## config.mk

```make
export PLATFORM = sky130hd
export DESIGN_NAME = mem_access
export DESIGN_NICKNAME = d
export VERILOG_FILES = /design/src/rtl/mem_access_pkg.sv /design/src/rtl/mem_access_load_align.sv /design/src/rtl/mem_access.sv
export SDC_FILE = /design/constraint.sdc
export NUM_CORES = 1
export LEC_CHECK = 0
export CAP_MARGIN = 20
export CORE_AREA = 2 2 265 267
export CTS_BUF_LIST = sky130_fd_sc_hd__clkbuf_8
export DETAILED_ROUTE_END_ITERATION = 8
export DIE_AREA = 0 0 267 269
export MAX_ROUTING_LAYER = met4
export PLACE_DENSITY = 0.58
export SLEW_MARGIN = 10
export SYNTH_ARGS = -nofsm -noshare
export SYNTH_HDL_FRONTEND = slang
export SYNTH_HIERARCHICAL = 1
export SYNTH_SLANG_ARGS = --single-unit
export TNS_END_PERCENT = 1
```

## constraint.sdc

```tcl
create_clock -name clk -period 2.68 [get_ports clk]
set_clock_uncertainty 0.05 [all_clocks]
set_input_delay 0.402 -clock clk [delete_from_list [all_inputs] [get_ports clk]]
set_output_delay 0.402 -clock clk [all_outputs]
set_load 0.05 [all_outputs]
```

## src/rtl/mem_access_pkg.sv

```systemverilog
// Shared definitions for the memory-access stage: trap causes, access
// size encodings, FSM states and byte-lane helpers.
package mem_access_pkg;

   localparam logic [4:0] CAUSE_NONE  = 5'd0;
   localparam logic [4:0] LD_MISALIGN = 5'd4;
   localparam logic [4:0] LD_FAULT    = 5'd5;
   localparam logic [4:0] ST_MISALIGN = 5'd6;
   localparam logic [4:0] ST_FAULT    = 5'd7;

   localparam logic [1:0] SIZE_B = 2'd0;
   localparam logic [1:0] SIZE_H = 2'd1;
   localparam logic [1:0] SIZE_W = 2'd2;
   localparam logic [1:0] SIZE_D = 2'd3;

   typedef enum logic [1:0] {
      IDLE = 2'd0,
      REQ  = 2'd1,
      WAIT = 2'd2
   } ma_state_t;

   // Low address bits that must be zero for an access of this size.
   function automatic logic [2:0] align_mask(input logic [1:0] size);
      case (size)
         SIZE_B:  align_mask = 3'b000;
         SIZE_H:  align_mask = 3'b001;
         SIZE_W:  align_mask = 3'b011;
         default: align_mask = 3'b111;
      endcase
   endfunction

   // Byte enables for an access of this size starting at byte lane a.
   function automatic logic [7:0] lane_strb(input logic [1:0] size, input logic [2:0] a);
      case (size)
         SIZE_B:  lane_strb = 8'h01 << a;
         SIZE_H:  lane_strb = 8'h03 << a;
         SIZE_W:  lane_strb = 8'h0F << a;
         default: lane_strb = 8'hFF;
      endcase
   endfunction

endpackage

```

## src/rtl/mem_access_load_align.sv

```systemverilog
// Load data formatter: moves the addressed bytes of the returned doubleword
// down to bit 0 and sign- or zero-extends them to 64 bits.
module mem_access_load_align
   import mem_access_pkg::*;
(
   input  logic [63:0] rdata_i,
   input  logic [2:0]  lane_i,
   input  logic [1:0]  size_i,
   input  logic        unsigned_i,
   output logic [63:0] value_o
);

   logic [63:0] shifted;

   assign shifted = rdata_i >> {lane_i, 3'b000};

   // Select the access width and extend it.
   always_comb begin
      value_o = shifted;
      case (size_i)
         SIZE_B:  value_o = unsigned_i ? {56'b0, shifted[7:0]}  : {{56{shifted[7]}},  shifted[7:0]};
         SIZE_H:  value_o = unsigned_i ? {48'b0, shifted[15:0]} : {{48{shifted[15]}}, shifted[15:0]};
         SIZE_W:  value_o = unsigned_i ? {32'b0, shifted[31:0]} : {{32{shifted[31]}}, shifted[31:0]};
         default: value_o = shifted;
      endcase
   end

endmodule

```

## src/rtl/mem_access.sv

```systemverilog
// Memory-access pipeline stage. Non-memory and trapping ops pass through
// the MA/WB register in one cycle; loads and stores run one bus
// transaction (IDLE -> REQ -> WAIT) while the upstream pipeline is stalled.
// Bus handshake: a request is transferred on a cycle where mem_req_valid
// and mem_req_ready are both high; the request fields stay stable from
// valid rising until that cycle. The response is a single beat marked by
// mem_rsp_valid and is only accepted in WAIT.
// While stalled the MA/WB register holds bubbles, so the op retires once.
module mem_access
   import mem_access_pkg::*;
#(
   parameter int ADDR_W = 64,
   parameter int DATA_W = 64
) (
   input  logic              clk,
   input  logic              rst,
   input  logic              clear,
   input  logic [63:0]       pc_in,
   input  logic [4:0]        rd_in,
   input  logic [63:0]       result_in,
   input  logic [63:0]       data2_in,
   input  logic [4:0]        cause_in,
   input  logic [63:0]       tval_in,
   input  logic              is_load,
   input  logic              is_store,
   input  logic [1:0]        size,
   input  logic              is_unsigned,
   output logic              stall_out,
   output logic              mem_req_valid,
   input  logic              mem_req_ready,
   output logic              mem_req_we,
   output logic [ADDR_W-1:0] mem_req_addr,
   output logic [DATA_W-1:0] mem_req_wdata,
   output logic [7:0]        mem_req_wstrb,
   input  logic              mem_rsp_valid,
   input  logic [DATA_W-1:0] mem_rsp_rdata,
   input  logic              mem_rsp_err,
   output logic [63:0]       pc_out,
   output logic [4:0]        rd_out,
   output logic [63:0]       result_out,
   output logic [4:0]        cause_out,
   output logic [63:0]       tval_out,
   output logic [1:0]        dbg_state_o
);

   ma_state_t   state_q, state_d;
   logic [63:0] addr_q, addr_d;
   logic [63:0] wdata_q, wdata_d;
   logic [7:0]  wstrb_q, wstrb_d;
   logic        we_q, we_d;
   logic [1:0]  size_q, size_d;
   logic        uns_q, uns_d;
   logic [63:0] pc_q, pc_d;
   logic [4:0]  rd_q, rd_d;
   logic        kill_q, kill_d;

   logic [63:0] pc_out_q, pc_out_d;
   logic [4:0]  rd_out_q, rd_out_d;
   logic [63:0] result_out_q, result_out_d;
   logic [4:0]  cause_out_q, cause_out_d;
   logic [63:0] tval_out_q, tval_out_d;

   logic        is_mem, has_cause, misaligned, kill_now;
   logic [63:0] load_val;

   assign is_mem     = is_load | is_store;
   assign has_cause  = (cause_in != CAUSE_NONE);
   assign misaligned = is_mem && ((result_in[2:0] & align_mask(size)) != 3'b000);
   assign kill_now   = kill_q | clear;

   mem_access_load_align u_load_align (
      .rdata_i    (mem_rsp_rdata),
      .lane_i     (addr_q[2:0]),
      .size_i     (size_q),
      .unsigned_i (uns_q),
      .value_o    (load_val)
   );

   assign mem_req_valid = (state_q == REQ);
   assign mem_req_we    = we_q;
   assign mem_req_addr  = {addr_q[ADDR_W-1:3], 3'b000};
   assign mem_req_wdata = wdata_q;
   assign mem_req_wstrb = wstrb_q;

   assign pc_out      = pc_out_q;
   assign rd_out      = rd_out_q;
   assign result_out  = result_out_q;
   assign cause_out   = cause_out_q;
   assign tval_out    = tval_out_q;
   assign dbg_state_o = state_q;

   // Next state, captured request fields, stall and MA/WB register input.
   always_comb begin
      state_d      = state_q;
      addr_d       = addr_q;
      wdata_d      = wdata_q;
      wstrb_d      = wstrb_q;
      we_d         = we_q;
      size_d       = size_q;
      uns_d        = uns_q;
      pc_d         = pc_q;
      rd_d         = rd_q;
      kill_d       = kill_q;
      stall_out    = 1'b0;
      pc_out_d     = 64'd0;
      rd_out_d     = 5'd0;
      result_out_d = 64'd0;
      cause_out_d  = CAUSE_NONE;
      tval_out_d   = 64'd0;
      case (state_q)
         IDLE: begin
            kill_d = 1'b0;
            if (clear) begin
               // flushed: bubble, nothing issued
            end else if (has_cause) begin
               pc_out_d     = pc_in;
               result_out_d = result_in;
               cause_out_d  = cause_in;
               tval_out_d   = tval_in;
            end else if (misaligned) begin
               pc_out_d     = pc_in;
               result_out_d = result_in;
               cause_out_d  = is_load ? LD_MISALIGN : ST_MISALIGN;
               tval_out_d   = result_in;
            end else if (is_mem) begin
               stall_out = 1'b1;
               state_d   = REQ;
               addr_d    = result_in;
               wdata_d   = data2_in << {result_in[2:0], 3'b000};
               wstrb_d   = lane_strb(size, result_in[2:0]);
               we_d      = !is_load;
               size_d    = size;
               uns_d     = is_unsigned;
               pc_d      = pc_in;
               rd_d      = rd_in;
            end else begin
               pc_out_d     = pc_in;
               rd_out_d     = rd_in;
               result_out_d = result_in;
               tval_out_d   = tval_in;
            end
         end
         REQ: begin
            stall_out = 1'b1;
            kill_d    = kill_now;
            if (mem_req_ready) state_d = WAIT;
         end
         WAIT: begin
            stall_out = !mem_rsp_valid;
            kill_d    = kill_now;
            if (mem_rsp_valid) begin
               state_d = IDLE;
               if (!kill_now) begin
                  pc_out_d = pc_q;
                  if (mem_rsp_err) begin
                     cause_out_d = we_q ? ST_FAULT : LD_FAULT;
                     tval_out_d  = addr_q;
                  end else if (!we_q) begin
                     rd_out_d     = rd_q;
                     result_out_d = load_val;
                  end
               end
            end
         end
         default: state_d = IDLE;
      endcase
      if (rst) stall_out = 1'b0;
   end

   // State, request and MA/WB registers.
   always_ff @(posedge clk) begin
      if (rst) begin
         state_q      <= IDLE;
         addr_q       <= 64'd0;
         wdata_q      <= 64'd0;
         wstrb_q      <= 8'd0;
         we_q         <= 1'b0;
         size_q       <= SIZE_B;
         uns_q        <= 1'b0;
         pc_q         <= 64'd0;
         rd_q         <= 5'd0;
         kill_q       <= 1'b0;
         pc_out_q     <= 64'd0;
         rd_out_q     <= 5'd0;
         result_out_q <= 64'd0;
         cause_out_q  <= CAUSE_NONE;
         tval_out_q   <= 64'd0;
      end else begin
         state_q      <= state_d;
         addr_q       <= addr_d;
         wdata_q      <= wdata_d;
         wstrb_q      <= wstrb_d;
         we_q         <= we_d;
         size_q       <= size_d;
         uns_q        <= uns_d;
         pc_q         <= pc_d;
         rd_q         <= rd_d;
         kill_q       <= kill_d;
         pc_out_q     <= pc_out_d;
         rd_out_q     <= rd_out_d;
         result_out_q <= result_out_d;
         cause_out_q  <= cause_out_d;
         tval_out_q   <= tval_out_d;
      end
   end

endmodule

```

==> results of run 1 <==
## per-layer routing
layer / vias up / track usage
li1: 10096 / -
met1: 10888 / 0.307
met2: 1090 / 0.442
met3: 221 / 0.0795
met4: 0 / 0.121
met5: - / -
## path summary, 6_finish.rpt
path                                    to  slack, ns  cells after the start
worst max register to register  addr_q[49]       0.35                      9
worst min register to register   pc_out[4]       0.38                      2
worst max-delay path             stall_out       0.04                      7
worst min-delay path             addr_q[1]       0.25                      4
## area by class of cell
type	instances	area share
clock buffers	92	0.0418
well taps	940	0.0388
clock inverters	42	0.0137
repair buffers	849	0.284
multi-input cells	1656	0.345
diodes	15	0.00124
inverters	8	0.00116
flip-flops and latches	414	0.274
## worst register-to-register path: stages, from the launching register on
cell and delay, ns:
sky130_fd_sc_hd__dfxtp_4 0.39, sky130_fd_sc_hd__inv_4 0.05, sky130_fd_sc_hd__ha_4 0.17, sky130_fd_sc_hd__buf_4 0.14
sky130_fd_sc_hd__buf_4 0.13, sky130_fd_sc_hd__nor2b_4 0.13, sky130_fd_sc_hd__nand4_1 0.15, sky130_fd_sc_hd__buf_4 0.58
sky130_fd_sc_hd__o21ai_0 0.28, sky130_fd_sc_hd__a21oi_1 0.18
## cells by family (layout without fill, tap and decap cells)
family,Yosys count,in the layout,synth area share
compound gates,933,933,0.273
fa+ha+maj,8,8,0.00491
buf+inv,352,991,0.0864
flops,414,414,0.406
mux,159,159,0.0966
other cells,1,18,0.000184
simple gates,553,553,0.132
## state kept, by name, indices dropped and copies added (netlist names), 5 cells and up
register	count
cause_out	5
rd_out	5
result_out	64
mem_req_wdata	64
addr_q	64
pc_out	64
pc_q	64
rd_q	5
tval_out	64
mem_req_wstrb	8
## cells in the final DEF, fill, tap and decap left out, types with 44 or more instances in the layout
cell                                n
sky130_fd_sc_hd__o211ai_1         137
sky130_fd_sc_hd__a22oi_1           78
sky130_fd_sc_hd__clkdlybuf4s50_1  665
sky130_fd_sc_hd__buf_12            44
sky130_fd_sc_hd__nand2_1          178
sky130_fd_sc_hd__nand3_1          212
sky130_fd_sc_hd__mux2i_1          109
sky130_fd_sc_hd__buf_4            131
sky130_fd_sc_hd__nand4_1           52
sky130_fd_sc_hd__dfxtp_1          409
sky130_fd_sc_hd__o21ai_0          180
sky130_fd_sc_hd__a21oi_1          414
sky130_fd_sc_hd__clkbuf_8          92
## report_power, final
part / internal [W] / total (W) / switching [W]
clock: 0.00382 / 0.00678 / 0.00296
sequential: 0.00634 / 0.00643 / 0.0000894
combinational: 0.00136 / 0.00350 / 0.00214
## through the flow
| stage | setup TNS, ns | worst slack [ns] | hold slack (ns) | utilization | cell area [um^2] |
|---|---|---|---|---|---|
| 2_1_floorplan | 0 | 0.0448 | 0.378 | - | 20400 |
| 3_3_place_gp | -9.41 | -0.161 | 0.384 | 0.411 | 28500 |
| 3_5_place_dp | -13.80 | -0.151 | 0.393 | 0.411 | 28500 |
| 4_1_cts | 0 | 0.00175 | 0.183 | 0.436 | 30200 |
| 5_1_grt | -0.0227 | -0.0227 | 0.229 | 0.437 | 30300 |
| 6_report | 0 | 0.0394 | 0.250 | 0.437 | 30300 |
## timing repair
item | in CTS | in global routing
buffers inserted | 1 | 6
setup endpoints to repair | 1 | 1
hold buffers | 1 | 0
endpoints found under the hold margin | 11 | 0
pin swaps | 5 | 4
resized for setup | 15 | 5
==> summary.txt, run 1 <==
==================================================================================
Result of the run ................................................... finished clean
Unrepaired setup endpoints after global routing .....................          yes
TritonCTS clock tree ................................................         done
Top cell family by delay on the critical path ....................... simple AND/OR/NAND/NOR gates
Effective utilization at floorplan ..................................        0.294
Number of nets in the layout ........................................         3355
Number of clock sinks seen by CTS ...................................          414
Buffers and inverters on the worst path .............................            2
Shortest clock period the worst path allows after layout ............      2.64 ns
Core area ...........................................................   69300 um^2
Routed met1 length ..................................................     38600 um
Required time reported for the critical path endpoint ...............      2.23 ns
CTS H-tree depth ....................................................            3
Count of synthesis-stage warnings from yosys ........................            6
Top post-synthesis cells by count ................................... sky130_fd_sc_hd__a21oi_1 (414), sky130_fd_sc_hd__dfxtp_1 (414), sky130_fd_sc_hd__nand3_1 (214), sky130_fd_sc_hd__o21ai_0 (180), sky130_fd_sc_hd__nand2_1 (178)
Final Hold Violating Endpoints ......................................            0
Highest Clock Rate ..................................................      379 MHz
Count of standard-cell rows .........................................           97
Crit Path Class .....................................................      reg2out
Overall global routing resource usage ...............................        0.270
Leakage .............................................................      10.2 nW
Flip-flop and latch count after synthesis ...........................          414
Area share of the largest cell type after synthesis .................        0.406
Routed wire length per instance .....................................      24.6 um
Total count of max-transition violations in the final report ........            0
Share of final-layout standard cells stronger than drive strength 1 .        0.123
Clk buf depth .......................................................            3
Cell variety after synth ............................................           57
TritonRoute pass-1 iters ............................................            5
Multi-input gate area in the final layout ...........................   10500 um^2
Antenna violations before repair ....................................           15
Type of destination of the critical path ............................ primary output
Number of failing setup endpoints in the final timing report ........            0
Critical Path Slowest Stage Cell .................................... sky130_fd_sc_hd__dfxtp_4
Area used by sequential logic in the layout .........................    8300 um^2
Overall die width ...................................................       267 um
Global-route wire length before repair ..............................    144000 um
Power Density .......................................................  552 nW/um^2
Worst path arrival time .............................................      2.19 ns
DIE AREA ............................................................   71800 um^2
Number of remaining DRC errors ......................................            0
Overflow left after global routing ..................................            0
Post-route non-filler standard cell count ...........................         4016
Post-synthesis average cell area ....................................    8.43 um^2
Number of flops mapped to enable cells by yosys .....................            0
PortBufs ............................................................          680
Reg-to-reg startpoint ............................................... dbg_state_o[1]
Period utilisation layout ...........................................        0.985
Post-synthesis to final-layout area growth ..........................        48.5%
Fraction of synthesis flops using an asynchronous set or reset pin ..            0
Least-Margin Pin Slew ...............................................     0.789 ns
Number of maximum-capacitance constraint violations .................            0
FILL cells ..........................................................         6727
Violation count after the first detailed-route iteration ............         1838
Class of the tightest hold or removal check .........................       in2reg
HPWL after detailed placement .......................................     72300 um
TritonCTS buffer count ..............................................           77
Top FF cell, synth .................................................. sky130_fd_sc_hd__dfxtp_1
Max_slew headroom ...................................................        0.472
Startpoint Class ....................................................         flop
I/O pins ............................................................          684
Routed wire length on met2 ..........................................     47500 um
Buffer type at the clock tree root .................................. sky130_fd_sc_hd__clkbuf_8
Clock network latency to the later pin of the worst-skew pair .......      0.70 ns
Hold Path Origin .................................................... result_in[1]
Cells after Synth ...................................................         2420
Most area-consuming cells after synthesis ........................... sky130_fd_sc_hd__dfxtp_1 (41%), sky130_fd_sc_hd__a21oi_1 (10%), sky130_fd_sc_hd__mux2i_1 (5.3%)
Total standard cell area after synthesis ............................   20400 um^2
Total Power .........................................................     0.0167 W
Max layer used ......................................................         met4
Final antenna-violating net count ...................................            0
Worst path cell trace ............................................... inv_4 > ha_4 > nand2b_4 > nor3_4 > nand2_2 > a211oi_4 > buf_12
Cell count after placement ..........................................         3859
Per-cell via count in the routed design .............................         5.55
Vert. Die Dim .......................................................       269 um
Seq/Total Area, Yosys ...............................................        0.406
Highest net fanout along the worst path .............................            4
Maximum number of pins on one net before global-route repair ........          104
Count of vias placed by the detailed router .........................        22295
Final RePlAce weighted congestion ...................................        0.954
Reg clk slew, reported paths ........................................      0.06 ns
Routed length on met3 ...............................................      8600 um
Number of global-route vias before repair ...........................        22123
DRT Wirelength ......................................................     99000 um
Crit path launch .................................................... dbg_state_o[0]
Largest voltage drop on the vdd net .................................     0.354 mV
Largest incremental delay on the critical path ......................      0.36 ns
Cell taking the most area after synthesis ........................... sky130_fd_sc_hd__dfxtp_1
==================================================================================
Note: power is estimated with default switching activity, not from simulation.
==> run 2, diff against run 1 <==
--- a/config.mk
+++ b/config.mk
@@ -5,13 +5,15 @@
 export SDC_FILE = /design/constraint.sdc
 export NUM_CORES = 1
 export LEC_CHECK = 0
+export ABC_CLOCK_PERIOD_IN_PS = 2680
 export CAP_MARGIN = 20
-export CORE_AREA = 2 2 265 267
+export CORE_AREA = 2 2 270 272
 export CTS_BUF_LIST = sky130_fd_sc_hd__clkbuf_8
 export DETAILED_ROUTE_END_ITERATION = 8
-export DIE_AREA = 0 0 267 269
+export DIE_AREA = 0 0 272 274
 export MAX_ROUTING_LAYER = met4
-export PLACE_DENSITY = 0.58
+export PLACE_DENSITY = 0.56
+export SETUP_SLACK_MARGIN = 0.1
 export SLEW_MARGIN = 10
 export SYNTH_ARGS = -nofsm -noshare
 export SYNTH_HDL_FRONTEND = slang
==> summary.txt, run 2 (synthesis results as in run 1) <==
==================================================================================
Routed wire length per instance .....................................      24.3 um
Final Hold Violating Endpoints ......................................            0
Class of the tightest hold or removal check .........................       in2reg
Internal cell power .................................................     0.0113 W
Post-placement setup slack ..........................................    -0.224 ns
Count of standard-cell rows .........................................           99
Unrepaired setup endpoints after global routing .....................          yes
I/O pins ............................................................          684
Leakage .............................................................      10.2 nW
Most common cell after layout, fill and taps aside .................. sky130_fd_sc_hd__clkdlybuf4s50_1
Critical Path Slowest Stage Cell .................................... sky130_fd_sc_hd__dfxtp_4
Final antenna-violating net count ...................................            0
Result of the run ................................................... complete, but fails checks
Post-route non-filler standard cell count ...........................         4041
Per-cell via count in the routed design .............................         5.46
Maximum number of pins on one net before global-route repair ........          153
Number of remaining DRC errors ......................................            0
Period utilisation layout ...........................................         1.02
Power dissipated by switching net loads .............................    0.00524 W
Effective utilization at floorplan ..................................        0.283
Overall die width ...................................................       272 um
Crit Path Class .....................................................      reg2out
Clk buf depth .......................................................            3
Global-route wire length before repair ..............................    143000 um
Failing checks ...................................................... setup timing
Number of nets in the layout ........................................         3355
Antenna violations before repair ....................................           11
Violation count after the first detailed-route iteration ............         1758
DRT Wirelength ......................................................     98100 um
CTS H-tree depth ....................................................            3
Highest net fanout along the worst path .............................            4
Largest voltage drop on the vdd net .................................     0.356 mV
Clock network latency to the later pin of the worst-skew pair .......      0.67 ns
Power Density .......................................................  546 nW/um^2
TritonRoute pass-1 iters ............................................            7
Overflow left after global routing ..................................            0
Worst path arrival time .............................................      2.27 ns
HPWL after detailed placement .......................................     71900 um
Final RePlAce weighted congestion ...................................        0.969
Number of global-route vias before repair ...........................        21940
Final worst hold slack ..............................................     0.259 ns
Vert. Die Dim .......................................................       274 um
TritonCTS clock tree ................................................         done
Total count of max-transition violations in the final report ........            0
Highest Clock Rate ..................................................      367 MHz
Number of maximum-capacitance constraint violations .................            0
Max_slew headroom ...................................................        0.304
Fraction of the core area covered by cells at the end of the flow ...        0.421
Power share of the combinational group ..............................        0.212
Final setup slack of the worst path .................................   -0.0415 ns
Largest incremental delay on the critical path ......................      0.36 ns
Share of final-layout standard cells stronger than drive strength 1 .        0.124
Commonest non-fill, non-tap cells in the layout ..................... sky130_fd_sc_hd__clkdlybuf4s50_1 (668), sky130_fd_sc_hd__a21oi_1 (414), sky130_fd_sc_hd__dfxtp_1 (409), sky130_fd_sc_hd__nand3_1 (212), sky130_fd_sc_hd__o21ai_0 (180)
Buffer type at the clock tree root .................................. sky130_fd_sc_hd__clkbuf_8
DIE AREA ............................................................   74500 um^2
Post-synthesis to final-layout area growth ..........................        48.6%
Overall global routing resource usage ...............................        0.259
Total Power .........................................................     0.0166 W
Clock network fraction of total power ...............................        0.400
Reg clk slew, reported paths ........................................      0.06 ns
Number of clock sinks seen by CTS ...................................          414
Startpoint Class ....................................................         flop
Shortest clock period the worst path allows after layout ............      2.72 ns
Cell count after placement ..........................................         3879
TritonCTS buffer count ..............................................           79
Switching share of total power ......................................        0.316
Type of destination of the critical path ............................ primary output
PortBufs ............................................................          680
Required time reported for the critical path endpoint ...............      2.23 ns
Core area ...........................................................   72000 um^2
Number of failing setup endpoints in the final timing report ........            1
Worst path cell trace ............................................... inv_4 > ha_4 > nand2b_4 > nor3_4 > nand2_4 > a211oi_4 > buf_12
Least-Margin Pin Slew ...............................................      1.04 ns
Count of vias placed by the detailed router .........................        22057
Share of total power in sequential cells ............................        0.388
==================================================================================
[run 2: cell types whose count changed in the layout (fill, tap and decap cells not counted), moves of 4 or more]
cell / before / now
sky130_fd_sc_hd__clkbuf_8: 92 / 100
sky130_fd_sc_hd__bufinv_16: 7 / 2
sky130_fd_sc_hd__clkinv_2: 8 / 13
sky130_fd_sc_hd__buf_4: 131 / 127
[run 2: layer usage]
metal  vias up  GRT usage  wire, um
met3       180     0.0618      7970
met2      1009      0.422     46700
li1      10099          -         -
met1     10769      0.304     39500
met5         -          -         0
met4         0      0.107      3940
[run 2: layout make-up]
class | instances | area (um^2)
fill | 7143 | 41700
timing repair buffer | 847 | 8590
sequential | 414 | 8300
tap | 959 | 1200
multi-input combinational | 1656 | 10500
clock buffer | 100 | 1380
inverter | 8 | 35.0
antenna | 12 | 30.0
clock inverter | 45 | 299
[run 2: worst paths after layout]
path | start | cells past startpoint | endpoint | slack [ns]
worst min-delay path | cause_in[2] | 4 | cause_out[2] | 0.26
worst max register to register | addr_q[1] | 7 | result_out[8] | 0.41
worst min register to register | pc_q[33] | 2 | pc_out[33] | 0.40
worst max-delay path | dbg_state_o[0] | 7 | stall_out | -0.04
[run 2: what timing repair did]
item | in CTS | in global routing
setup buffers | 2 | 2
setup endpoints to repair | 3 | 1
hold buffers | 1 | 0
pin swaps | 5 | 4
resized for setup | 11 | 5
hold endpoints to repair | 3 | 0
[run 2: through the flow]
stage | area [um^2] | setup TNS, ns
6_report | 30300 | -0.0415
5_1_grt | 30300 | -0.127
4_1_cts | 30200 | -0.0765
3_5_place_dp | 28500 | -15.51
3_3_place_gp | 28500 | -8.20
2_1_floorplan | 20400 | 0
[run 2: power by group through the flow]
stage / sequential [W] / combinational (W) / clock, W
floorplan: 0.00716 / 0.00112 / 0
global placement: 0.00656 / 0.00345 / 0
detailed placement: 0.00656 / 0.00346 / 0
CTS: 0.00643 / 0.00349 / 0.00682
global route: 0.00644 / 0.00368 / 0.00710
finish: 0.00643 / 0.00350 / 0.00662
[run 2: worst max-delay path, delay by kind of cell (launching register included)]
kind | cells | cell delay [ns]
AO/OA/AOI/OAI | 1 | 0.36
adder cells (fa/ha/maj) | 1 | 0.15
buffers and inverters | 2 | 0.25
flip-flops | 1 | 0.36
AND/OR/NAND/NOR | 3 | 0.46
==> run 3, diff against run 2 <==
--- a/config.mk
+++ b/config.mk
@@ -12,7 +12,6 @@
 export DETAILED_ROUTE_END_ITERATION = 8
 export DIE_AREA = 0 0 272 274
 export MAX_ROUTING_LAYER = met4
-export PLACE_DENSITY = 0.56
 export SETUP_SLACK_MARGIN = 0.1
 export SLEW_MARGIN = 10
 export SYNTH_ARGS = -nofsm -noshare
==> summary.txt, run 3 (synthesis results as in run 1) <==
==================================================================================
Highest net fanout along the worst path .............................            2
Power share of the combinational group ..............................        0.217
Critical Path Slowest Stage Cell .................................... sky130_fd_sc_hd__or4_4
Antenna violations before repair ....................................            6
Maximum number of pins on one net before global-route repair ........          104
Highest Clock Rate ..................................................      383 MHz
PortBufs ............................................................          680
TritonCTS buffer count ..............................................           77
Least-Margin Pin Slew ...............................................     0.764 ns
Per-cell via count in the routed design .............................         5.42
Post-route non-filler standard cell count ...........................         4038
Period utilisation layout ...........................................        0.973
Clock network fraction of total power ...............................        0.391
Routed wire length per instance .....................................      23.9 um
Power dissipated by switching net loads .............................    0.00515 W
Overflow left after global routing ..................................            0
Most common cell after layout, fill and taps aside .................. sky130_fd_sc_hd__clkdlybuf4s50_1
Overall global routing resource usage ...............................        0.254
Internal cell power .................................................     0.0112 W
Final setup slack of the worst path .................................    0.0723 ns
Number of maximum-capacitance constraint violations .................            0
Post-Place Cell Area ................................................   28700 um^2
HPWL after detailed placement .......................................     70300 um
Largest voltage drop on the vdd net .................................     0.338 mV
TritonCTS clock tree ................................................         done
Count of standard-cell rows .........................................           99
Final worst hold slack ..............................................     0.141 ns
Leakage .............................................................      10.2 nW
Required time reported for the critical path endpoint ...............      2.23 ns
Number of nets in the layout ........................................         3369
Unrepaired setup endpoints after global routing .....................          yes
Buffers and inverters on the worst path .............................            2
Cell count after placement ..........................................         3897
Switching share of total power ......................................        0.315
Startpoint Class ....................................................    input pin
Number of remaining DRC errors ......................................            0
Count of vias placed by the detailed router .........................        21873
Share of final-layout standard cells stronger than drive strength 1 .        0.126
Worst path cell trace ............................................... dlygate4sd2_1 > or4_4 > nor3_4 > nand2_4 > a211oi_4 > buf_12
Total count of max-transition violations in the final report ........            0
Top cell family by delay on the critical path ....................... simple AND/OR/NAND/NOR gates
Max_slew headroom ...................................................        0.489
Buffer type at the clock tree root .................................. sky130_fd_sc_hd__clkbuf_8
Number of global-route vias before repair ...........................        21375
Final Hold Violating Endpoints ......................................            0
Worst path arrival time .............................................      2.16 ns
Result of the run ................................................... finished clean
Final std cell area, no fill ........................................   30300 um^2
Post-synthesis to final-layout area growth ..........................        48.6%
TritonRoute pass-1 iters ............................................            5
Global-route wire length before repair ..............................    140000 um
Number of failing setup endpoints in the final timing report ........            0
I/O pins ............................................................          684
Number of clock sinks seen by CTS ...................................          414
Final antenna-violating net count ...................................            0
Core area ...........................................................   72000 um^2
Vert. Die Dim .......................................................       274 um
Clk buf depth .......................................................            3
Reg clk slew, reported paths ........................................      0.06 ns
Share of total power in sequential cells ............................        0.393
Post-placement setup slack ..........................................    -0.317 ns
DIE AREA ............................................................   74500 um^2
Final RePlAce weighted congestion ...................................        0.934
Violation count after the first detailed-route iteration ............         1860
Largest incremental delay on the critical path ......................      0.60 ns
Commonest non-fill, non-tap cells in the layout ..................... sky130_fd_sc_hd__clkdlybuf4s50_1 (667), sky130_fd_sc_hd__a21oi_1 (414), sky130_fd_sc_hd__dfxtp_1 (409), sky130_fd_sc_hd__nand3_1 (212), sky130_fd_sc_hd__o21ai_0 (180)
Class of the tightest hold or removal check .........................       in2reg
Type of destination of the critical path ............................ primary output
Power Density .......................................................  538 nW/um^2
DRT Wirelength ......................................................     96400 um
CTS H-tree depth ....................................................            3
Effective utilization at floorplan ..................................        0.283
Clock network latency to the later pin of the worst-skew pair .......      0.66 ns
Crit Path Class .....................................................       in2out
Shortest clock period the worst path allows after layout ............      2.61 ns
Overall die width ...................................................       272 um
Fraction of the core area covered by cells at the end of the flow ...        0.421
==================================================================================
## run 3: worst reg2reg max path, delay by kind of cell (launching register included)
kind	cells	cell delay (ns)
simple gates	2	0.53
compound gates	2	0.72
buf+inv	1	0.45
flops	1	0.65
## run 3: stage by stage
step / power, W / TNS, ns
after floorplan: 0.00828 / 0
after global placement: 0.0101 / -42.79
after detailed placement: 0.0100 / -50.81
after CTS: 0.0165 / 0
after global routing: 0.0169 / -0.0295
final: 0.0163 / 0
## run 3: area by class of cell
cell class,count,area [um^2]
antenna,7,17.5
clock buffer,89,1220
clock inverter,42,333
fill,7228,41600
inverter,8,30.0
multi-input combinational,1656,10500
sequential,414,8300
tap,959,1200
timing repair buffer,863,8740
## run 3: worst paths after layout
check	from	end	slack (ns)	cells past startpoint
worst max register to register	addr_q[1]	result_out[19]	0.21	5
worst min-delay path	result_in[1]	addr_q[1]	0.14	3
worst max-delay path	cause_in[0]	stall_out	0.07	6
worst min register to register	pc_q[24]	pc_out[24]	0.40	2
## run 3: what timing repair did
action / CTS / global route
resized for setup: 11 / 2
setup endpoints to repair: 2 / 1
hold buffers: 1 / 0
hold endpoints to repair: 1 / 0
pin swaps: 4 / 0
gates cloned: 0 / 0
setup buffers: 2 / 0
## run 3: layer usage
layer	vias to the layer above	track usage	routed length, um
met3	147	0.0679	7990
met5	-	-	0
met1	10675	0.306	39500
met2	944	0.409	45800
li1	10107	-	-
met4	0	0.0853	3140
## run 3: power by group through the flow
| stage | combinational, W | sequential [W] | clock [W] |
|---|---|---|---|
| after global routing | 0.00371 | 0.00642 | 0.00678 |
| after CTS | 0.00353 | 0.00641 | 0.00653 |
| after floorplan | 0.00112 | 0.00716 | 0 |
| after detailed placement | 0.00350 | 0.00654 | 0 |
| final | 0.00353 | 0.00641 | 0.00637 |
| after global placement | 0.00351 | 0.00654 | 0 |
